==> src/rtl/sys_ctrl_burst.sv <==
// sys_ctrl_burst: parses UART command frames and drives the register file, ALU, ALU clock gate and TX FIFO.
// Ports:
//   clk, rst (async, active low)      REF_CLK domain clock and reset
//   RX_P_DATA / RX_D_VLD              received byte and its one-cycle strobe
//   WrEn, RdEn, address, WrData       register file write/read controls
//   RdData / RdData_Valid             register read return
//   ALU_FUN, EN, CLK_EN               ALU function, enable pulse and clock-gate enable
//   ALU_OUT / OUT_Valid               ALU result return
//   clk_div_en                        UART clock-divider enable, high from the first clock after reset
//   TX_P_DATA / TX_D_VLD, fifo_full   TX FIFO write port
//   frame_err                         one-cycle pulse on a protocol error or inter-byte timeout
module sys_ctrl_burst #(
  parameter int DATA_WIDTH  = 8,
  parameter int ADDR_WIDTH  = 4,
  parameter int FUN_WIDTH   = 4,
  parameter int ALU_BYTES   = 2,
  parameter int TO_WIDTH    = 10,
  parameter int TIMEOUT_CYC = 1000
) (
  input  logic                            clk,
  input  logic                            rst,
  input  logic [DATA_WIDTH-1:0]           RX_P_DATA,
  input  logic                            RX_D_VLD,
  output logic                            WrEn,
  output logic                            RdEn,
  output logic [ADDR_WIDTH-1:0]           address,
  output logic [DATA_WIDTH-1:0]           WrData,
  input  logic [DATA_WIDTH-1:0]           RdData,
  input  logic                            RdData_Valid,
  output logic [FUN_WIDTH-1:0]            ALU_FUN,
  output logic                            EN,
  input  logic [ALU_BYTES*DATA_WIDTH-1:0] ALU_OUT,
  input  logic                            OUT_Valid,
  output logic                            CLK_EN,
  output logic                            clk_div_en,
  output logic [DATA_WIDTH-1:0]           TX_P_DATA,
  output logic                            TX_D_VLD,
  input  logic                            fifo_full,
  output logic                            frame_err
);
  typedef enum logic [3:0] {
    IDLE, WR_ADDR, WR_DATA, RD_ADDR, RD_WAIT, OP_A, OP_B,
    ALU_FUNC, ALU_WAIT, BST_ADDR, BST_LEN, BST_DATA, TX_SEND
  } state_t;
  localparam int BW = ALU_BYTES * DATA_WIDTH;
  localparam int RW = $clog2(ALU_BYTES + 1);
  localparam logic [DATA_WIDTH-1:0] OP_WR  = DATA_WIDTH'(8'hAA);
  localparam logic [DATA_WIDTH-1:0] OP_RD  = DATA_WIDTH'(8'hBB);
  localparam logic [DATA_WIDTH-1:0] OP_ALU = DATA_WIDTH'(8'hCC);
  localparam logic [DATA_WIDTH-1:0] OP_FUN = DATA_WIDTH'(8'hDD);
  localparam logic [DATA_WIDTH-1:0] OP_BST = DATA_WIDTH'(8'hEE);
  state_t                state_q, state_d;
  logic [ADDR_WIDTH-1:0] address_q, address_d;
  logic [DATA_WIDTH-1:0] wr_data_q, wr_data_d;
  logic [FUN_WIDTH-1:0]  alu_fun_q, alu_fun_d;
  logic                  wr_en_q, wr_en_d;
  logic                  rd_en_q, rd_en_d;
  logic                  en_q, en_d;
  logic                  en_sent_q, en_sent_d;
  logic                  clk_en_q, clk_en_d;
  logic                  clk_div_en_q;
  logic                  frame_err_q, frame_err_d;
  logic [BW-1:0]         tx_buf_q, tx_buf_d;
  logic [RW-1:0]         tx_rem_q, tx_rem_d;
  logic [DATA_WIDTH-1:0] bst_rem_q, bst_rem_d;
  logic                  bst_first_q, bst_first_d;
  logic [TO_WIDTH-1:0]   to_cnt_q, to_cnt_d;
  logic                  in_frame, timed_out;
  // Only states that wait on the next RX byte are subject to the inter-byte timeout.
  assign in_frame  = state_q inside {WR_ADDR, WR_DATA, RD_ADDR, OP_A, OP_B, ALU_FUNC,
                                     BST_ADDR, BST_LEN, BST_DATA};
  assign timed_out = in_frame && !RX_D_VLD && to_cnt_q == TO_WIDTH'(TIMEOUT_CYC);
  always_comb begin
    state_d     = state_q;
    address_d   = address_q;
    wr_data_d   = wr_data_q;
    alu_fun_d   = alu_fun_q;
    wr_en_d     = 1'b0;
    rd_en_d     = 1'b0;
    en_d        = 1'b0;
    en_sent_d   = en_sent_q;
    clk_en_d    = clk_en_q;
    frame_err_d = 1'b0;
    tx_buf_d    = tx_buf_q;
    tx_rem_d    = tx_rem_q;
    bst_rem_d   = bst_rem_q;
    bst_first_d = bst_first_q;
    to_cnt_d    = in_frame && !RX_D_VLD ? to_cnt_q + 1'b1 : '0;
    if (timed_out) begin
      state_d     = IDLE;
      frame_err_d = 1'b1;
    end else begin
      case (state_q)
        IDLE: if (RX_D_VLD) begin
          state_d     = RX_P_DATA == OP_WR  ? WR_ADDR  :
                        RX_P_DATA == OP_RD  ? RD_ADDR  :
                        RX_P_DATA == OP_ALU ? OP_A     :
                        RX_P_DATA == OP_FUN ? ALU_FUNC :
                        RX_P_DATA == OP_BST ? BST_ADDR : IDLE;
          frame_err_d = !(RX_P_DATA inside {OP_WR, OP_RD, OP_ALU, OP_FUN, OP_BST});
        end
        WR_ADDR: if (RX_D_VLD) begin
          address_d = RX_P_DATA[ADDR_WIDTH-1:0];
          state_d   = WR_DATA;
        end
        WR_DATA: if (RX_D_VLD) begin
          wr_data_d = RX_P_DATA;
          wr_en_d   = 1'b1;
          state_d   = IDLE;
        end
        RD_ADDR: if (RX_D_VLD) begin
          address_d = RX_P_DATA[ADDR_WIDTH-1:0];
          rd_en_d   = 1'b1;
          state_d   = RD_WAIT;
        end
        RD_WAIT: if (RdData_Valid) begin
          tx_buf_d                 = '0;
          tx_buf_d[DATA_WIDTH-1:0] = RdData;
          tx_rem_d                 = RW'(1);
          state_d                  = TX_SEND;
        end
        OP_A: if (RX_D_VLD) begin
          address_d = '0;
          wr_data_d = RX_P_DATA;
          wr_en_d   = 1'b1;
          state_d   = OP_B;
        end
        OP_B: if (RX_D_VLD) begin
          address_d = ADDR_WIDTH'(1);
          wr_data_d = RX_P_DATA;
          wr_en_d   = 1'b1;
          state_d   = ALU_FUNC;
        end
        ALU_FUNC: if (RX_D_VLD) begin
          alu_fun_d = RX_P_DATA[FUN_WIDTH-1:0];
          clk_en_d  = 1'b1;
          en_sent_d = 1'b0;
          state_d   = ALU_WAIT;
        end
        // EN is issued on the first ALU_WAIT cycle so it lands one cycle after the gated clock is running.
        ALU_WAIT: if (!en_sent_q) begin
          en_d      = 1'b1;
          en_sent_d = 1'b1;
        end else if (OUT_Valid) begin
          tx_buf_d = ALU_OUT;
          tx_rem_d = RW'(ALU_BYTES);
          clk_en_d = 1'b0;
          state_d  = TX_SEND;
        end
        BST_ADDR: if (RX_D_VLD) begin
          address_d = RX_P_DATA[ADDR_WIDTH-1:0];
          state_d   = BST_LEN;
        end
        BST_LEN: if (RX_D_VLD) begin
          frame_err_d = RX_P_DATA == '0;
          bst_rem_d   = RX_P_DATA;
          bst_first_d = 1'b1;
          state_d     = RX_P_DATA == '0 ? IDLE : BST_DATA;
        end
        // The first data byte uses the loaded address; each later one steps it, wrapping naturally.
        BST_DATA: if (RX_D_VLD) begin
          address_d   = bst_first_q ? address_q : address_q + 1'b1;
          wr_data_d   = RX_P_DATA;
          wr_en_d     = 1'b1;
          bst_first_d = 1'b0;
          bst_rem_d   = bst_rem_q - 1'b1;
          state_d     = bst_rem_q == DATA_WIDTH'(1) ? IDLE : BST_DATA;
        end
        TX_SEND: if (!fifo_full) begin
          tx_buf_d = tx_buf_q >> DATA_WIDTH;
          tx_rem_d = tx_rem_q - 1'b1;
          state_d  = tx_rem_q == RW'(1) ? IDLE : TX_SEND;
        end
        default: state_d = IDLE;
      endcase
    end
    if (RX_D_VLD && state_q inside {RD_WAIT, ALU_WAIT, TX_SEND}) frame_err_d = 1'b1;
  end
  always_ff @(posedge clk or negedge rst) begin
    if (!rst) begin
      state_q      <= IDLE;
      address_q    <= '0;
      wr_data_q    <= '0;
      alu_fun_q    <= '0;
      wr_en_q      <= 1'b0;
      rd_en_q      <= 1'b0;
      en_q         <= 1'b0;
      en_sent_q    <= 1'b0;
      clk_en_q     <= 1'b0;
      clk_div_en_q <= 1'b0;
      frame_err_q  <= 1'b0;
      tx_buf_q     <= '0;
      tx_rem_q     <= '0;
      bst_rem_q    <= '0;
      bst_first_q  <= 1'b0;
      to_cnt_q     <= '0;
    end else begin
      state_q      <= state_d;
      address_q    <= address_d;
      wr_data_q    <= wr_data_d;
      alu_fun_q    <= alu_fun_d;
      wr_en_q      <= wr_en_d;
      rd_en_q      <= rd_en_d;
      en_q         <= en_d;
      en_sent_q    <= en_sent_d;
      clk_en_q     <= clk_en_d;
      clk_div_en_q <= 1'b1;
      frame_err_q  <= frame_err_d;
      tx_buf_q     <= tx_buf_d;
      tx_rem_q     <= tx_rem_d;
      bst_rem_q    <= bst_rem_d;
      bst_first_q  <= bst_first_d;
      to_cnt_q     <= to_cnt_d;
    end
  end
  assign WrEn       = wr_en_q;
  assign RdEn       = rd_en_q;
  assign address    = address_q;
  assign WrData     = wr_data_q;
  assign ALU_FUN    = alu_fun_q;
  assign EN         = en_q;
  assign CLK_EN     = clk_en_q;
  assign clk_div_en = clk_div_en_q;
  assign frame_err  = frame_err_q;
  // The FIFO write strobe follows fifo_full combinationally so a full FIFO never sees a write.
  assign TX_D_VLD   = state_q == TX_SEND && !fifo_full;
  assign TX_P_DATA  = tx_buf_q[DATA_WIDTH-1:0];
endmodule

==> config.mk <==
export PLATFORM = sky130hd
export DESIGN_NAME = sys_ctrl_burst
export DESIGN_NICKNAME = d
export VERILOG_FILES = /design/src/rtl/sys_ctrl_burst.sv
export SDC_FILE = /design/constraint.sdc
export NUM_CORES = 1
export LEC_CHECK = 0
export BUFFER_PORTS_ARGS = -buffer_cell sky130_fd_sc_hd__buf_2
export CAP_MARGIN = 20
export CORE_MARGIN = 2
export CORE_UTILIZATION = 30
export CTS_CLUSTER_SIZE = 40
export DETAILED_ROUTE_END_ITERATION = 10
export MAX_ROUTING_LAYER = met4
export PLACE_DENSITY_LB_ADDON = 0.2
export SKIP_CTS_REPAIR_TIMING = 1
export SLEW_MARGIN = 20
export SYNTH_ARGS = -nofsm -noshare
export SYNTH_HDL_FRONTEND = slang
export SYNTH_SLANG_ARGS = --single-unit
==> constraint.sdc <==
create_clock -name clk -period 3.8 [get_ports clk]
set_input_delay 0 -clock clk [delete_from_list [all_inputs] [get_ports clk]]
set_output_delay 0 -clock clk [all_outputs]
set_load 0.005 [all_outputs]
==> impl_metrics.yaml <==
status:
  status: "finished with violations"
  failed_checks: "negative hold slack"
layout:
  layout_common_cells: "buf_2, dfrtp_1, nand2_1"
  fin_area_sq_mm: 0.00434
  layout-drive-gt1-share_pct: 23.4
  multi_input_area_sq_mm: 0.00172
  diodes: 0
  seq_area_sq_mm: 0.00160
  utilization_pct: 37.9
  areaGrowthSynthToFinish_pct: 22.8
  final_nets: 499
  final_common_cell: "buf_2"
  fillers: 1151
logic_synthesis:
  synth_cell_types: 59
  synth-async-reset-ratio_pct: 100
  synth_area_per_cell_sq_um: 9.07
  ys_ff_latch: 64
  synth-edff-count: 0
  synthFlopType: "dfrtp_1"
  synthCells: 390
  yosysWarnings: 0
  syn_area_sq_mm: 0.00354
  yosysSeqAreaShare_pct: 45.3
  synth_fp_nets: 434
flow_run:
  cap_viol_max_count: 0
floorplan:
  fp-row-count: 39
  ioPinCount: 69
  initial_utilization_pct: 30.8
  design.core.area_sq_mm: 0.0115
  fp.dieH_um: 113
  die-width_um: 113
  die_area_sq_mm: 0.0127
global_route:
  grt_use_total_pct: 14.9
  grt_pass1_vias: 2877
  grt_pass1_wl_um: 14600
  grt-ovfl-total: 0
  antenna_found_initial: 0
  grt_max_degree: 42
worst_setup_path:
  crit_path_max_incr_delay_ps: 840
  startpoint_type: "flip-flop"
  cp_top_family: "flip-flops"
  cp.required_ps: 4010
  worstPathArrival_ps: 2580
  crit_buf_inv: 0
  crit_type: "flip-flop to flip-flop"
  path_max_fanout: 24
  r2r-start: "state_q[3]"
  crit_chain: "and2b_1 -> nand2_1 -> o21ai_1 -> nand2_2 -> mux2_1"
  startpoint: "state_q[3]"
  end_kind: "flip-flop"
  slowest_stage: "dfrtp_1"
cts:
  clk_pin_slew_ps: 60
  cts_made_buffers: 9
  worstSkewPairLatency_ps: 330
  htree_levels: 3
  clk_path_buf_depth: 2
  cts.sinks: 64
  cts_tree: "built"
  cts_root_buf: "clkbuf_16"
pwr:
  irDropWorstVdd_mv: 0.285
  powerDensity_mw_per_mm2: 739
  leakage_uw: 0.00201
detailed_routing:
  drc_errors: 0
  drt-vias-per-instance: 4.91
  first_pass_iters: 5
  drt_iter0_drc: 236
  drt_wl_total_um: 8820
  wl_per_cell_um: 14.7
  ant_nets: 0
  vias: 2953
timing:
  whs_ps: -20.9
  setup_viol: 0
  tns_ps: 0
  period_needed_ps: 2380
  max_freq_mhz: 421
  clock_skew_ps: 6.45
  maxSlewHeadroom_pct: 40.4
  tightest_slew_ps: 894
  slew_viol_final: 0
  rsz0062_at_grt: "false"
  finalCritPeriodShare_pct: 62.6
  hold_violations: 3
min_path:
  min_from: "RdData[6]"
  hold_class: "input pin to flip-flop"
placed_design:
  place_area_sq_mm: 0.00391
  dpl.hpwl_um: 6200
  gp_congestion: 0.838
  numPortBuffers: 68
-- path summary, 6_finish.rpt --
check	to	slack (ps)	cells after the start
max	WrData[3]	1420	5
min	tx_buf_q[6]	-20	3
max reg2reg	WrData[3]	1420	5
min reg2reg	tx_buf_q[1]	470	2
max in group asynchronous	RdEn	2610	3
min in group asynchronous	WrData[6]	330	2
-- worst register-to-register path: cells and delay by family (launching register included) --
family,cells,cell delay [ps]
and+or+nand+nor,3,840
AOI/OAI and AO/OA,1,220
muxes,1,360
DFF,1,840
-- metrics by stage --
step                      worst slack, ps  std cells  power (uW)
after floorplan                      2150        390        2070
after global placement               1550        575        2330
after detailed placement             1460        575        2340
after CTS                            1450        589        3230
after global routing                 1230        601        3470
final                                1420        601        3210
-- cell families (layout without fill, tap and decap cells) --
group	Yosys count	in the layout	synth area share, %
compound gates	91	91	15.2
xor+xnor	7	7	1.73
fa+ha+maj	7	7	2.41
buf+inv	42	110	6.16
flops	64	64	45.3
mux	22	22	6.69
other cells	1	1	0.106
simple gates	156	156	22.4
-- cells in the mapped netlist (5+ instances only) --
master / instances / area share, %
a21oi_1: 16 / 2.3
buf_2: 9 / 1.3
buf_4: 9 / 1.9
clkbuf_1: 10 / 1.1
dfrtp_1: 64 / 45
ha_1: 6 / 2.1
inv_1: 12 / 1.3
mux2_2: 10 / 3.2
mux2i_1: 9 / 2.5
nand2_1: 64 / 6.8
nand3_1: 15 / 2.1
nor2_1: 29 / 3.1
nor2b_1: 5 / 0.88
nor3_1: 7 / 0.99
o21ai_0: 28 / 4.0
o21ai_1: 22 / 3.1
or3_1: 5 / 0.88
xor2_1: 6 / 1.5
-- sequential cells by signal, summed over array words and instances, names as in the netlist --
| signal | flops |
|---|---|
| RdEn | 1 |
| WrData | 8 |
| address | 4 |
| to_cnt_q | 10 |
| tx_buf_q | 16 |
| bst_rem_q | 8 |
| tx_rem_q | 2 |
| EN | 1 |
| WrEn | 1 |
| bst_first_q | 1 |
| state_q | 4 |
| CLK_EN | 1 |
| en_sent_q | 1 |
| frame_err | 1 |
| clk_div_en | 1 |
| ALU_FUN | 4 |
-- metal layers --
metal	share of wire (%)	vias up	global-route usage, %
li1	-	1479	-
met1	50	1401	20.5
met2	45	65	21.8
met3	3.9	8	2.86
met4	1.2	0	5.61
met5	0	-	-
-- cell type report --
| cell class | count | share of cell area, % |
|---|---|---|
| Clock buffer | 10 | 5.50 |
| Multi-Input combinational cell | 284 | 39.5 |
| Sequential cell | 64 | 36.9 |
| Inverter | 12 | 1.04 |
| Clock inverter | 4 | 1.61 |
| Timing Repair Buffer | 84 | 11.3 |
| Tap cell | 143 | 4.12 |
-- power breakdown --
part,switching (uW),internal (uW)
sequential,197,884
clock,290,582
combinational,718,538
Note: power is estimated with default switching activity, not from simulation.
